File: src/rtl/imm_extend_if.sv
// Valid/ready bundle for the immediate-extension stage: decode-side input
// handshake and operand-side output handshake.
interface imm_extend_if #(
  parameter int IN_WIDTH  = 8,
  parameter int OUT_WIDTH = 32
);
  logic [IN_WIDTH-1:0]  imm;
  logic [1:0]           mode;
  logic                 in_valid;
  logic                 in_ready;
  logic [OUT_WIDTH-1:0] ext;
  logic                 out_valid;
  logic                 out_ready;

  modport master (
    output imm, mode, in_valid, out_ready,
    input  in_ready, ext, out_valid
  );

  modport slave (
    input  imm, mode, in_valid, out_ready,
    output in_ready, ext, out_valid
  );
endinterface

File: src/rtl/imm_extend_pipe.sv
// Pipelined sign/zero immediate extension with optional left shift, buffered
// by an output register plus a skid register so in_ready can be registered.
module imm_extend_pipe #(
  parameter int IN_WIDTH  = 8,
  parameter int OUT_WIDTH = 32,
  parameter int SHIFT     = 2
) (
  input  logic        clk,
  input  logic        rst_n,
  imm_extend_if.slave bus
);
  typedef enum logic [1:0] {EMPTY, ONE, TWO} state_t;

  state_t               state_reg, state_next;
  logic [OUT_WIDTH-1:0] out_reg, out_next;
  logic [OUT_WIDTH-1:0] skid_reg, skid_next;
  logic                 in_ready_reg;
  logic [OUT_WIDTH-1:0] ext_bits;
  logic [OUT_WIDTH-1:0] result;
  logic                 out_valid;
  logic                 in_xfer;
  logic                 out_xfer;

  // Upper bits carry the sign bit only for the sign-extending modes (mode[0]=0).
  generate
    for (genvar gi = 0; gi < OUT_WIDTH; gi++) begin : g_ext
      if (gi < IN_WIDTH) begin : g_low
        assign ext_bits[gi] = bus.imm[gi];
      end else begin : g_high
        assign ext_bits[gi] = ~bus.mode[0] & bus.imm[IN_WIDTH-1];
      end
    end
  endgenerate

  assign result    = bus.mode[1] ? (ext_bits << SHIFT) : ext_bits;
  assign out_valid = (state_reg != EMPTY);
  assign in_xfer   = bus.in_valid && in_ready_reg;
  assign out_xfer  = out_valid && bus.out_ready;

  always_comb begin
    state_next = state_reg;
    out_next   = out_reg;
    skid_next  = skid_reg;
    case (state_reg)
      EMPTY: begin
        if (in_xfer) begin
          out_next   = result;
          state_next = ONE;
        end
      end
      ONE: begin
        if (in_xfer && out_xfer) begin
          out_next = result;
        end else if (in_xfer) begin
          skid_next  = result;
          state_next = TWO;
        end else if (out_xfer) begin
          state_next = EMPTY;
        end
      end
      TWO: begin
        // in_ready is low here, so only the drain path is possible.
        if (bus.out_ready) begin
          out_next   = skid_reg;
          state_next = ONE;
        end
      end
      default: state_next = EMPTY;
    endcase
  end

  always_ff @(posedge clk or negedge rst_n) begin
    if (!rst_n) begin
      state_reg    <= EMPTY;
      out_reg      <= '0;
      skid_reg     <= '0;
      in_ready_reg <= 1'b1;
    end else begin
      state_reg    <= state_next;
      out_reg      <= out_next;
      skid_reg     <= skid_next;
      in_ready_reg <= (state_next != TWO);
    end
  end

  assign bus.ext       = out_reg;
  assign bus.out_valid = out_valid;
  assign bus.in_ready  = in_ready_reg;
endmodule

File: src/flat_wrapper.sv
// flat-port wrapper written by rule: the top's interface ports become plain ports
module imm_extend_pipe_flat 
#(
  parameter int IN_WIDTH  = 8,
  parameter int OUT_WIDTH = 32,
  parameter int SHIFT     = 2
)
  (clk, rst_n, bus_imm, bus_mode, bus_in_valid, bus_out_ready, bus_in_ready, bus_ext, bus_out_valid);
  imm_extend_if #(.IN_WIDTH(IN_WIDTH), .OUT_WIDTH(OUT_WIDTH)) bus_i ();
  input  logic clk;
  input  logic rst_n;
  input wire logic [$bits(bus_i.imm)-1:0] bus_imm;
  input wire logic [$bits(bus_i.mode)-1:0] bus_mode;
  input wire logic [$bits(bus_i.in_valid)-1:0] bus_in_valid;
  input wire logic [$bits(bus_i.out_ready)-1:0] bus_out_ready;
  output wire logic [$bits(bus_i.in_ready)-1:0] bus_in_ready;
  output wire logic [$bits(bus_i.ext)-1:0] bus_ext;
  output wire logic [$bits(bus_i.out_valid)-1:0] bus_out_valid;
  assign bus_i.imm = bus_imm;
  assign bus_i.mode = bus_mode;
  assign bus_i.in_valid = bus_in_valid;
  assign bus_i.out_ready = bus_out_ready;
  assign bus_in_ready = bus_i.in_ready;
  assign bus_ext = bus_i.ext;
  assign bus_out_valid = bus_i.out_valid;
  imm_extend_pipe #(.IN_WIDTH(IN_WIDTH), .OUT_WIDTH(OUT_WIDTH), .SHIFT(SHIFT)) u_core (.clk(clk), .rst_n(rst_n), .bus(bus_i));
endmodule
File: config.mk
export PLATFORM = sky130hd
export DESIGN_NAME = imm_extend_pipe_flat
export DESIGN_NICKNAME = d
export VERILOG_FILES = /design/src/rtl/imm_extend_if.sv /design/src/rtl/imm_extend_pipe.sv /design/src/flat_wrapper.sv
export SDC_FILE = /design/constraint.sdc
export NUM_CORES = 1
export LEC_CHECK = 0
export ABC_AREA = 1
export BUFFER_PORTS_ARGS = -buffer_cell sky130_fd_sc_hd__buf_2
export CAP_MARGIN = 20
export CORE_MARGIN = 5
export CORE_UTILIZATION = 45
export CTS_CLUSTER_DIAMETER = 120
export DETAILED_ROUTE_END_ITERATION = 8
export PLACE_DENSITY_LB_ADDON = 0.15
export SLEW_MARGIN = 20
export SYNTH_ARGS = -nofsm -noshare
export SYNTH_HDL_FRONTEND = slang
export SYNTH_SLANG_ARGS = --single-unit
File: constraint.sdc
create_clock -name clk -period 1.15 [get_ports clk]
set_input_delay 0.115 -clock clk [delete_from_list [all_inputs] [get_ports clk]]
set_output_delay 0.115 -clock clk [all_outputs]
set_load 0.01 [all_outputs]
After elaboration in Yosys (flattened, before gate mapping)
Cells that the tools add are included.
{"block": "totals", "mem_bits_ro": 0, "regBits": 46, "ramBits": 0, "word_cells": 32, "input_bits": 14, "n_memories": 0, "out_inout_bits": 34, "latchBits": 0}
{"block": "op_classes", "eq_ne": 6, "mux": 11, "order_cmp": 0, "add_sub_neg": 0, "multipliers": 0, "n_div": 0, "bitwise_logic": 3, "reduce_logical": 8, "n_shift": 0}
{"op": "$mux 32", "n": 3}
{"op": "$pmux 32 s3", "n": 1}
{"op": "$mux 10", "n": 1}
{"op": "$mux 2", "n": 5}
{"op": "$pmux 2 s3", "n": 1}
{"op": "$ne 2x1->1 const B", "n": 2}
{"op": "$ne 2x2->1 const B", "n": 2}
{"op": "$reduce_and 4->1", "n": 1}
{"op": "$logic_and 1x1->1", "n": 3}
{"op": "$reduce_and 3->1", "n": 1}
{"op": "$reduce_bool 3->1", "n": 1}
{"op": "$eq 2x1->1 const B", "n": 1}
{"op": "$eq 2x2->1 const B", "n": 1}
{"op": "$logic_not 2->1", "n": 1}
{"op": "$not 1->1", "n": 2}
{"op": "$reduce_bool 2->1", "n": 1}
{"op": "$and 1x1->1", "n": 1}

Depth between registers and ports, before layout
{"block": "logic_depth", "ltp_word": 7, "depth_mapped": 8, "mapped_depth_nobuf": 7}

Least setup slack after synthesis
Ideal clock, no wire load.
{"block": "synth_timing", "path_kind": "flip-flop to flip-flop", "from": "register u_core.in_ready_reg, in the netlist u_core.bus.in_ready", "to": "register u_core.out_reg[30], in the netlist u_core.bus.ext[30]", "path_buffers": 1, "path_stages_with_launch": 9, "t_arrival_ns": 1.142, "slack_ns": -0.112, "required_time_ns": 1.030, "synth_period_minus_slack_ns": 1.262, "cell_sequence": "dfstp_2 -> nand2_1 -> nand2_1 -> nand2_1 -> nor2_2 -> inv_2 -> buf_6 -> nand2_1 -> nand2_1"}
{"block": "synth_via", "elab_chain_len": 4, "elab_cells_between_ends": 5}
{"element": "start, declared", "line": "imm_extend_pipe.sv:17", "rtl": "logic in_ready_reg;"}
{"element": "start signal, assigned", "line": "imm_extend_pipe.sv:82", "rtl": "in_ready_reg <= (state_next != TWO);"}
{"element": "$logic_and 1x1->1 (*)", "line": "imm_extend_pipe.sv:37", "rtl": "assign in_xfer = bus.in_valid && in_ready_reg;"}
{"element": "$logic_and 1x1->1", "line": "imm_extend_pipe.sv:52", "rtl": "if (in_xfer && out_xfer) begin"}
{"element": "$ne 2x1->1 (no line)"}
{"element": "$reduce_and 4->1 (no line) (*)"}
{"element": "end signal, assigned", "line": "imm_extend_pipe.sv:80", "rtl": "out_reg <= out_next;"}
{"element": "end, declared", "line": "imm_extend_pipe.sv:15", "rtl": "logic [OUT_WIDTH-1:0] out_reg, out_next;"}
Mark *: on every way between the ends. The rest lies on a longest branch, timed or not.
A chain may end at the register's enable or synchronous reset.

Worst setup path after layout
{"block": "layout_timing", "from": "register u_core.in_ready_reg, in the netlist u_core.bus.in_ready", "to": "register u_core.out_reg[8], in the netlist u_core.bus.ext[8]"}
Same word-level chain as after synthesis.

==> flow_summary.toml <==
[cts]
path_clk_slew_ps = 140
worstSkewPairLatency_ps = 320
cts_root_buf = "clkbuf_4"
cts_tree = "done"
htreeDepth = 1
clock_sinks = 25
cts_made_buffers = 3
cts.path.max_buffers = 2

[worst_hold_path]
hp-class = "in -> reg"
holdPathEnd = "u_core.bus.in_ready"
hold_path_depth = 3
min_from = "bus_out_ready"

[setup_path]
rr_startpoint = "u_core.bus.in_ready"
critPathBufInv = 1
arrival_ps = 1530
critical_path.endpoint_type = "flip-flop"
cp_max_fo = 7
cp.depth = 7
cpMostUsedCell = "nand2_2"
reg2reg_slack_ps = -120
critPathLaunch = "u_core.bus.in_ready"
crit_type = "reg -> reg"
cp.required_ps = 1420
crit_path_max_incr_delay_ps = 580
reg2reg_depth = 7
path_cells = "nand2_4 -> nand2_2 -> nand2_2 -> nor2_4 -> buf_6 -> nand3_1 -> nand2_1"
reg2reg_to = "u_core.bus.ext[8]"
start_kind = "flip-flop"
critPathSlowestCell = "dfstp_2"
crit_family = "flip-flops"

[final_layout]
nNetsFinal = 254
n_antenna_cell = 0
nFillCells = 257
fin_util_pct = 65.2
layout-drive-gt1-share_pct = 42.3
area_growth_pct = 40.3

[routing]
ant_nets = 0
wl_mm = 3.73
routed_via_density = 4.69
drc_errors = 0
wl_per_cell_microns = 13.2
via_count = 1326
drtIter0Drc = 58
drtPass1Iterations = 4

[global_routing]
grt_use_total_pct = 15.2
antenna_found_initial = 0
first_global_vias = 1139
grt_max_degree = 26
grt.overflow.total = 0
grt_pass1_wl_mm = 5.17

[placement]
io_buffer_count = 47
dp_hpwl_mm = 2.31
gp_congestion = 0.834

[sta]
grt_setup_unrepaired = "true"
holdWs_ps = 70.7
finClkSkew_ps = 5.80
slew_viol_final = 0
finalHoldViolations = 0
min_period_over_period_pct = 110
fmax_mhz = 790
tightest_slew_ps = 560
fin_crit_ps = 1270
setup_violations = 47
slew_headroom_pct = 62.7
final.setup.worst_slack_ps = -116

[logic_synthesis]
yosysTopAreaCellShare_pct = 42.7
synth-edff-count = 0
syn_area_sq_um = 1410
ys_seq_area_share_pct = 44.6
synth_flop_cell = "dfrtp_1"
synth_cell_types = 16
yosysWarnings = 0
synthArstFlopShare_pct = 100
syn-num-nets = 207
ys_ff_latch = 25
synthTopCellsByArea = "dfrtp_1, nand2_1, buf_4, inv_1, o21ai_0"
yosysTopAreaCell = "dfrtp_1"
avgSynthCellArea_sq_um = 7.29
syn_inst = 193

[pwr]
ir_drop_mv = 1.25
p_leak_nw = 1.09
p_per_area_nw_per_um2 = 2350

[run_status]
violations = "negative setup slack"
outcome = "finished with violations"

[flow_run]
cap_violations = 0

[floorplan]
die-area_sq_um = 4340
core_area_sq_um = 3030
row_count = 20
dieHeight_microns = 65.9
io_pins = 48
start_util_pct = 46.4
dieWidth_microns = 65.9
[cell families after synthesis]
logic type / share of synthesized area [%]
AOI/OAI and AO/OA: 6.05
and+or+nand+nor: 28.6
buffers and inverters: 20.7
DFF: 44.6
[tightest hold or removal path, stage by stage]
cell and delay [ps]:
buf_2 130, inv_1 90, o21ai_2 70
[synth_stat cells (2+ instances only)]
library cell	instances
inv_1	22
nor2_1	6
dfrtp_1	24
buf_2	2
buf_4	24
nand3_1	13
inv_2	2
nand2_1	78
o21ai_0	15
[cell usage in the layout (no fill, tap or decap), types with 2 or more instances in the layout]
cell type  Yosys  layout
o21ai_0       15       2
inv_4          0       2
nand3_1       13      13
buf_4         24      10
nor2_1         6       5
dfrtp_1       24      23
buf_6          1      34
nand2_4        0       2
inv_1         22      21
nand2_1       78      63
nand2_2        0      13
nor2_4         0       2
clkbuf_4       0       3
o21ai_1        1       7
buf_2          2      24
o21ai_2        0       7
[stage by stage]
| stage | setup slack [ps] | total power, mW | setup TNS (ps) | instances | instance area (sq um) |
|---|---|---|---|---|---|
| final | -116 | 4.64 | -3170 | 283 | 1970 |
| after global routing | -199 | 4.97 | -5660 | 283 | 1970 |
| after CTS | -91.0 | 3.77 | -1680 | 273 | 1650 |
| after detailed placement | -91.0 | 3.23 | -1420 | 265 | 1560 |
| after global placement | -69.6 | 3.20 | -962 | 265 | 1560 |
| after floorplan | -107 | 2.90 | -1110 | 193 | 1410 |
[worst max-delay path by stage]
| stage | endpoint | slack, ps |
|---|---|---|
| finish | u_core.bus.ext[8] | -120 |
| global route | u_core.bus.ext[5] | -200 |
| CTS | u_core.skid_reg[1] | -90 |
| detailed placement | u_core.bus.ext[8] | -90 |
| global placement | u_core.bus.ext[4] | -70 |
| floorplan | u_core.bus.ext[30] | -110 |
[power by group]
| part | total, mW | switching (mW) | internal (mW) |
|---|---|---|---|
| Clock | 0.399 | 0.263 | 0.136 |
| Sequential | 1.48 | 0.212 | 1.26 |
| Combinational | 2.76 | 1.36 | 1.40 |
| Total | 4.64 | 1.84 | 2.80 |
[layout make-up]
type                            instances  area (sq um)  share of cell area, %
Inverter                               24          95.1                   4.82
Timing Repair Buffer                   69           588                   29.8
Tap cell                               44          55.1                   2.79
Multi-Input combinational cell        117           581                   29.4
Sequential cell                        25           628                   31.8
Clock buffer                            4          26.3                   1.33
[what timing repair did]
item / in CTS / in global routing
hold endpoints to repair: 24 / 0
endpoints found under the setup margin: 46 / 48
pin swaps: 2 / 5
hold buffers: 1 / 0
resized for setup: 10 / 63
buffers inserted: 4 / 6
cloned: 0 / 4
[layer usage]
| layer | track usage (%) | vias to the layer above | share of wire [%] |
|---|---|---|---|
| met5 | 0 | - | 0 |
| met4 | 1.55 | 0 | 0.32 |
| met1 | 19.7 | 609 | 40 |
| met3 | 4.59 | 4 | 7.2 |
| li1 | - | 658 | - |
| met2 | 25.8 | 55 | 52 |
Power figures use the tool's default switching activity.
